### config.mk
export PLATFORM = sky130hd
export DESIGN_NAME = timer_ctrl
export DESIGN_NICKNAME = d
export VERILOG_FILES = /design/src/rtl/timer_ctrl.sv
export SDC_FILE = /design/constraint.sdc
export NUM_CORES = 1
export LEC_CHECK = 0
export ABC_AREA = 1
export BUFFER_PORTS_ARGS = -buffer_cell sky130_fd_sc_hd__buf_2
export CORE_MARGIN = 2
export CORE_UTILIZATION = 35
export CTS_CLUSTER_DIAMETER = 100
export DETAILED_ROUTE_END_ITERATION = 10
export PLACE_DENSITY = 0.63
export SYNTH_ARGS = -nofsm -noshare
export SYNTH_HDL_FRONTEND = slang
export SYNTH_SLANG_ARGS = --single-unit
### constraint.sdc
create_clock -name clk -period 1.4 [get_ports clk]
set_input_delay 0.14 -clock clk [delete_from_list [all_inputs] [get_ports clk]]
set_output_delay 0.14 -clock clk [all_outputs]
set_load 0.02 [all_outputs]
### src/rtl/timer_ctrl.sv
// Programmable down-counting timer with prescaler, register bus and level interrupt.
// Latency: rdata/irq/busy are combinational off registers; writes take effect on the next rising edge.
// Backpressure: none; the bus accepts one write per cycle unconditionally.
module timer_ctrl #(
    parameter int DATA_WIDTH  = 16,
    parameter int PRESC_WIDTH = 8
) (
    input  logic                  clk,
    input  logic                  rstn,
    input  logic                  we,
    input  logic [2:0]            addr,
    input  logic [DATA_WIDTH-1:0] wdata,
    output logic [DATA_WIDTH-1:0] rdata,
    output logic                  irq,
    output logic                  busy
);

    typedef enum logic [1:0] {
        IDLE = 2'd0,
        ARM  = 2'd1,
        RUN  = 2'd2
    } state_t;

    localparam logic [PRESC_WIDTH-1:0] PONE = PRESC_WIDTH'(1);
    localparam logic [DATA_WIDTH-1:0]  DONE = DATA_WIDTH'(1);

    localparam logic [2:0] A_CTRL   = 3'd0;
    localparam logic [2:0] A_LOAD   = 3'd1;
    localparam logic [2:0] A_PRESC  = 3'd2;
    localparam logic [2:0] A_COUNT  = 3'd3;
    localparam logic [2:0] A_STATUS = 3'd4;

    state_t                  state_q, state_n;
    logic                    en_q, en_n;
    logic                    per_q, per_n;
    logic                    ie_q, ie_n;
    logic                    exp_q, exp_n;
    logic [DATA_WIDTH-1:0]   load_q, load_n;
    logic [DATA_WIDTH-1:0]   count_q, count_n;
    logic [PRESC_WIDTH-1:0]  presc_q, presc_n;
    logic [PRESC_WIDTH-1:0]  pcnt_q, pcnt_n;

    logic wr_ctrl, wr_load, wr_presc, wr_status;

    assign wr_ctrl   = we && (addr == A_CTRL);
    assign wr_load   = we && (addr == A_LOAD);
    assign wr_presc  = we && (addr == A_PRESC);
    assign wr_status = we && (addr == A_STATUS);

    // Next-state and datapath: register writes first, then timer sequencing;
    // a one-shot expiry overrides a same-edge EN write, and an expiry beats a same-edge EXP clear.
    always_comb begin
        state_n = state_q;
        en_n    = en_q;
        per_n   = per_q;
        ie_n    = ie_q;
        exp_n   = exp_q;
        load_n  = load_q;
        count_n = count_q;
        presc_n = presc_q;
        pcnt_n  = pcnt_q;

        if (wr_ctrl) begin
            en_n  = wdata[0];
            per_n = wdata[1];
            ie_n  = wdata[2];
        end
        if (wr_load) begin
            load_n = wdata;
        end
        if (wr_presc) begin
            presc_n = wdata[PRESC_WIDTH-1:0];
        end
        if (wr_status && wdata[0]) begin
            exp_n = 1'b0;
        end

        case (state_q)
            IDLE: begin
                if (wr_ctrl && wdata[0]) begin
                    state_n = ARM;
                end
            end
            ARM: begin
                if (wr_ctrl && !wdata[0]) begin
                    state_n = IDLE;
                end else begin
                    count_n = load_q;
                    pcnt_n  = '0;
                    state_n = RUN;
                end
            end
            RUN: begin
                if (wr_ctrl && !wdata[0]) begin
                    // Stop freezes both counters where they are.
                    state_n = IDLE;
                end else if (pcnt_q != presc_q) begin
                    pcnt_n = pcnt_q + PONE;
                end else begin
                    pcnt_n = '0;
                    if (count_q != '0) begin
                        count_n = count_q - DONE;
                    end else begin
                        exp_n = 1'b1;
                        if (per_q) begin
                            count_n = load_q;
                        end else begin
                            en_n    = 1'b0;
                            state_n = IDLE;
                        end
                    end
                end
            end
            default: begin
                state_n = IDLE;
            end
        endcase
    end

    // State and register storage, cleared asynchronously by rstn.
    always_ff @(posedge clk or negedge rstn) begin
        if (!rstn) begin
            state_q <= IDLE;
            en_q    <= 1'b0;
            per_q   <= 1'b0;
            ie_q    <= 1'b0;
            exp_q   <= 1'b0;
            load_q  <= '0;
            count_q <= '0;
            presc_q <= '0;
            pcnt_q  <= '0;
        end else begin
            state_q <= state_n;
            en_q    <= en_n;
            per_q   <= per_n;
            ie_q    <= ie_n;
            exp_q   <= exp_n;
            load_q  <= load_n;
            count_q <= count_n;
            presc_q <= presc_n;
            pcnt_q  <= pcnt_n;
        end
    end

    // Combinational register read; unused bits and unmapped addresses read 0.
    always_comb begin
        rdata = '0;
        case (addr)
            A_CTRL:   rdata[2:0] = {ie_q, per_q, en_q};
            A_LOAD:   rdata = load_q;
            A_PRESC:  rdata[PRESC_WIDTH-1:0] = presc_q;
            A_COUNT:  rdata = count_q;
            A_STATUS: rdata[0] = exp_q;
            default:  rdata = '0;
        endcase
    end

    assign irq  = exp_q & ie_q;
    assign busy = (state_q != IDLE);

endmodule

======== Word level (Yosys, flattened, before mapping) ========
Index checks and enable logic that the tools add are counted.
word-level totals
  output and inout port bits .............. 18
  word-level logic and storage cells ...... 75
  register bits ........................... 54
  bits of input ports ..................... 22
cells by class
  $add $sub $neg .......................... 2
  reduce and logical (&&, ||, !) cells .... 16
  eq/ne operators ......................... 15
  bitwise gates (word level) .............. 1
  muxes and demuxes ....................... 32
operators with widths
  kind                     count
  $mux W16                 5
  $pmux W16 S2             1
  $pmux W8 S2              2
  $mux W8                  3
  $reduce_bool A16 Y1      1
  $sub A16 B1 Y16 const B  1
  $pmux W5 S3              1
  $mux W2                  6
  $ne A3 B3 Y1 const B     4
  $mux W1                  11
  $add A8 B1 Y8 const B    1
  $ne A2 B2 Y1 const B     4
  $ne A8 B8 Y1             1
  $pmux W2 S4              1
  $logic_and A1 B1 Y1      7
  $eq A3 B2 Y1 const B     2
  $pmux W2 S3              1
  $pmux W1 S5              1
  $reduce_and A5 Y1        1
  $reduce_and A4 Y1        1
  $reduce_bool A2 Y1       2
  $eq A3 B1 Y1 const B     1
  $eq A3 B3 Y1 const B     1
  $logic_not A3 Y1         1
  6 further kinds          6

======== Depth between registers and ports, before layout ========
  word-level depth ........................ 8
  gate-level depth with buffers ........... 12
  mapped depth without buffers ............ 12

======== Least setup slack after synthesis ========
OpenSTA, ideal clock, no wires.
  path kind ............................... register -> register
  start point ............................. register count_q[0]
  end point ............................... register count_q[10]
  arrival ................................. 1.465 ns
  setup slack ............................. -0.130 ns
  cell stages (with the launch flop) ...... 12
  clock period less this slack ............ 1.530 ns
  cells stage by stage .................... dfrtp_1 > inv_1 > ha_1 > nand2_1 > nor3_1 > nand2_2 > nor3_2 > nand2_2 > nand2_4 > buf_8 > nand2_1 > nand2_1
on the way
  longest elaborated chain between the ends .. 5
  elaborated cells on any way between the ends .. 8
  those cells by class .................... add/sub: 1; eq/ne: 1; mux: 4; reduce/logical: 2
RTL lines
  element                                                        RTL line  text
  from (decl)                                                    39        logic [DATA_WIDTH-1:0] count_q, count_n;
  from (signal assigned)                                         139       count_q <= count_n;
  $sub A16 B1 Y16 / $reduce_bool A16 Y1 (equally long branches)  102, 101
  $mux W16                                                       101       if (count_q != '0) begin
  $mux W16                                                       97        end else if (pcnt_q != presc_q) begin
  $mux W16                                                       94        if (wr_ctrl && !wdata[0]) begin
  $pmux W16 S2                                                   78        case (state_q)
Several ways; a longest one is shown, not always the timed one. The select of a mux whose other input is x is not followed.
A chain may end at the register's enable or synchronous reset.

======== Worst setup path in the final report ========
  start point ............................. register count_q[1]
  end point ............................... register count_q[0]
on the way
  longest elaborated chain between the ends .. 5
  elaborated cells on any way between the ends .. 7
  those cells by class .................... eq/ne: 1; mux: 4; reduce/logical: 2
RTL lines
  element                RTL line
  $reduce_bool A16 Y1 *  101
  $mux W16               101
  $mux W16               97
  $mux W16               94
  $pmux W16 S2           78
Mark *: on every way between the ends. The rest lies on a longest branch, timed or not. The select of a mux whose other input is x is not followed.

==> results.md <==
- Clock power share: 10.5%
- Yosys cell types: 39
- Vias: 3520
- Reg area: 1360 um2
- Failing checks: setup timing
- Routed len/inst: 13.4 um
- Via density: 4.80
- Die area: 10400 um2
- Critical path arrival: 1.83 ns
- Sequential Power Share: 27.0%
- Post-synthesis instance area: 3360 um2
- Sequential-to-total area share from yosys stat: 40.2%
- Setup WS post-layout: -0.179 ns
- Lkg Pwr: 2.62 nW
- RePlAce Congestion: 0.878
- YS warnings: 0
- PD cells: 1690 nW/um2
- Initial antenna violation count: 0
- Final setup violation count: 22
- Critical path required time: 1.66 ns
- Hold Path Depth: 2
- Worst Reg-to-Reg Cells: 11
- Die Wd: 102 um
- Crit start category: flip-flop
- Maximum VDD drop: 0.000932 V
- Final min period: 1.58 ns
- Core ar.: 9280 um2
- M2 GR Usage: 33.8%
- Most frequent CP cell: nand2_1
- Hold path start: wdata[14]
- Most used routing layer: met2
- Final ANT Viol Nets: 0
- Post-route cell area: 5030 um2
- Reg2reg setup slack: -0.18 ns
- Slew headroom: 69.2%
- Met3 usage: 2.94%
- Congestion Overflow GR: 0
- Commonest non-fill, non-tap cell in the layout: nand2_1
- Gr usage total: 18.9%
- Most frequent cells in the layout: nand2_1, buf_4, dfrtp_1, inv_1
- Worst Path Max Fanout: 7
- Htree depth: 2
- Final Max Slew Viols: 0
- EDFF count, synth: 0
- Vias in the first global route: 3260
- Synth async-reset ratio: 100%
- Result of the run: finished, violations left
- Worst hold path type: in -> reg
- Sw Ratio: 43.2%
- ANT cells: 0
- Flops & latches, synth: 54
- CTS root buf: clkbuf_8
- Max Cap Violations: 0
- Dpl hpwl: 6.94 mm
- Crit Reg-Reg Endpoint: count_q[0]
- Worst-path cell chain: inv_2 > ha_4 > nand2_2 > nor2_4 > nand2_4 > nand2_8 > buf_12 > nand2_1 > o21ai_0 > nand3_1 > nand2_1
- Largest net degree at the start of global routing: 55
- Cells after Synth: 474
- CP max stage delay: 0.42 ns
- Clk buf depth: 2
- CTS tree: yes
- Boundary Pins: 40
- Drt total wl: 9.83 mm
- Synth-to-Final Area Change: 49.7%
- TritonRoute pass-1 iters: 5
- Area occupied by multi-input gates: 2080 um2
- DRC viols: 0
- Die height: 102 um
- Initial DRC Count: 132
- Int Pwr: 0.00483 W
- Initial Utilization: 36.2%
- Row count: 35
- PortBufs: 39
- Clock slew at reported path FFs: 0.10 ns
- Primary FF master, synth: dfrtp_1
- DP Area: 4280 um2
- Final Cycle Share: 113%
- Crit path max-delay cell type: dfrtp_1
- First-pass GRT wire length: 15.7 mm
- Post-Syn Area per Cell: 7.09 um2
- Num CTS Buffers: 5
- Setup CP Type: reg -> reg
- Total Nets Final: 630
- Gate power share: 62.4%
- Share of layout cells above drive strength 1: 41.2%
- Hold Path End: load_q[14]
- Setup crit end kind: flip-flop
- RSZ-0062 raised after global routing: yes
- Tot Pwr: 0.00851 W
- Met1 GRT Util: 24.5%
- Fmax: 633 MHz
- P_sw: 0.00368 W
- Worst-margin pin slew: 0.460 ns
- Final Hold Viols: 0
- Clock Skew: 0.00582 ns
- # fillers: 874
- Clk_lat worst skew: 0.31 ns
- Synth Net Count: 499
- Sink Count: 54
- Critical R2R Launch: count_q[1]
registers in the layout, indices dropped and copies added (netlist names):
| name | count |
|---|---|
| per_q | 1 |
| state_q | 2 |
| count_q | 16 |
| exp_q | 1 |
| en_q | 1 |
| presc_q | 8 |
| ie_q | 1 |
| load_q | 16 |
| pcnt_q | 8 |
repair_timing:
action	in CTS	in global routing
resized for setup	63	98
cloned	1	1
setup endpoints to repair	33	42
hold endpoints to repair	54	0
pin swaps	29	28
setup buffers	5	20
hold buffers	1	0
logic make-up (layout without fill, tap and decap cells):
| kind of cell | count (synthesis) | in the layout | synth area share (%) |
|---|---|---|---|
| AOI/OAI and AO/OA | 56 | 56 | 9.42 |
| xor gates and xnor gates | 13 | 13 | 3.39 |
| adders and majority gates | 3 | 3 | 1.12 |
| buffers and inverters | 72 | 202 | 8.93 |
| DFF | 54 | 54 | 40.2 |
| muxes | 7 | 7 | 2.57 |
| and+or+nand+nor | 269 | 270 | 34.4 |
cell usage after synthesis (2+ instances only):
| master | number | share of area, % |
|---|---|---|
| nand2_1 | 182 | 20 |
| inv_2 | 3 | 0.33 |
| mux2_2 | 5 | 1.7 |
| nand4_1 | 4 | 0.74 |
| o2111ai_1 | 2 | 0.52 |
| nor3_1 | 3 | 0.45 |
| clkbuf_1 | 2 | 0.22 |
| nand2_4 | 3 | 1.0 |
| o21ai_1 | 3 | 0.45 |
| o211ai_1 | 4 | 0.89 |
| a21oi_1 | 3 | 0.45 |
| mux2_4 | 2 | 0.89 |
| buf_4 | 2 | 0.45 |
| o21ai_0 | 38 | 5.7 |
| buf_2 | 3 | 0.45 |
| xnor2_1 | 6 | 1.6 |
| nand3_1 | 21 | 3.1 |
| nand2_2 | 5 | 0.93 |
| dfrtp_1 | 54 | 40 |
| xor2_1 | 7 | 1.8 |
| nor2_1 | 42 | 4.7 |
| ha_1 | 3 | 1.1 |
| nor2_4 | 2 | 0.67 |
| inv_1 | 60 | 6.7 |
cell type report:
cell class / instances / share of cell area (%)
Clock inverter: 2 / 0.273
Tap cell: 129 / 3.21
Timing Repair Buffer: 132 / 21.7
Inverter: 63 / 5.15
Sequential cell: 54 / 26.9
Clock buffer: 5 / 1.37
Multi-Input combinational cell: 349 / 41.4
critical path, delay by kind of cell, from the launching register on:
kind / cells / cell delay (ns)
simple gates: 7 / 0.64
fa+ha+maj: 1 / 0.15
flops: 1 / 0.42
buf+inv: 2 / 0.24
compound gates: 1 / 0.09
stage by stage:
step                      setup TNS [ns]  instances  hold slack (ns)  setup slack, ns  utilization [%]
after global routing               -5.86        734           0.0422           -0.283             54.2
after CTS                          -2.61        719           0.0427           -0.164             49.7
after global placement             -2.32        705            0.165           -0.151             46.1
final                              -3.00        734           0.0494           -0.179             54.2
after floorplan                   -0.457        474           -0.156          -0.0490                -
after detailed placement           -2.98        705            0.166           -0.188             46.1
power groups by stage:
stage	clock [W]	sequential (W)	combinational [W]
after global routing	0.000981	0.00235	0.00580
after CTS	0.000926	0.00226	0.00435
final	0.000897	0.00230	0.00531
after floorplan	0	0.00229	0.00222
after global placement	0	0.00226	0.00396
after detailed placement	0	0.00228	0.00401
routing by layer:
layer  share of wire [%]  up-vias
met5                   0        -
met4                 1.3        0
met3                 3.5       12
met2                  52       70
met1                  43     1688
li1                    -     1750
worst max-delay path by stage:
stage | start | endpoint | slack [ns] | cells past startpoint
2_1_floorplan | count_q[0] | count_q[10] | -0.05 | 11
3_3_place_gp | count_q[0] | count_q[11] | -0.15 | 10
3_5_place_dp | count_q[1] | count_q[9] | -0.19 | 10
4_1_cts | count_q[0] | count_q[8] | -0.16 | 10
5_1_grt | count_q[1] | count_q[0] | -0.28 | 10
6_report | count_q[1] | count_q[0] | -0.18 | 11
Power figures use the tool's default switching activity.
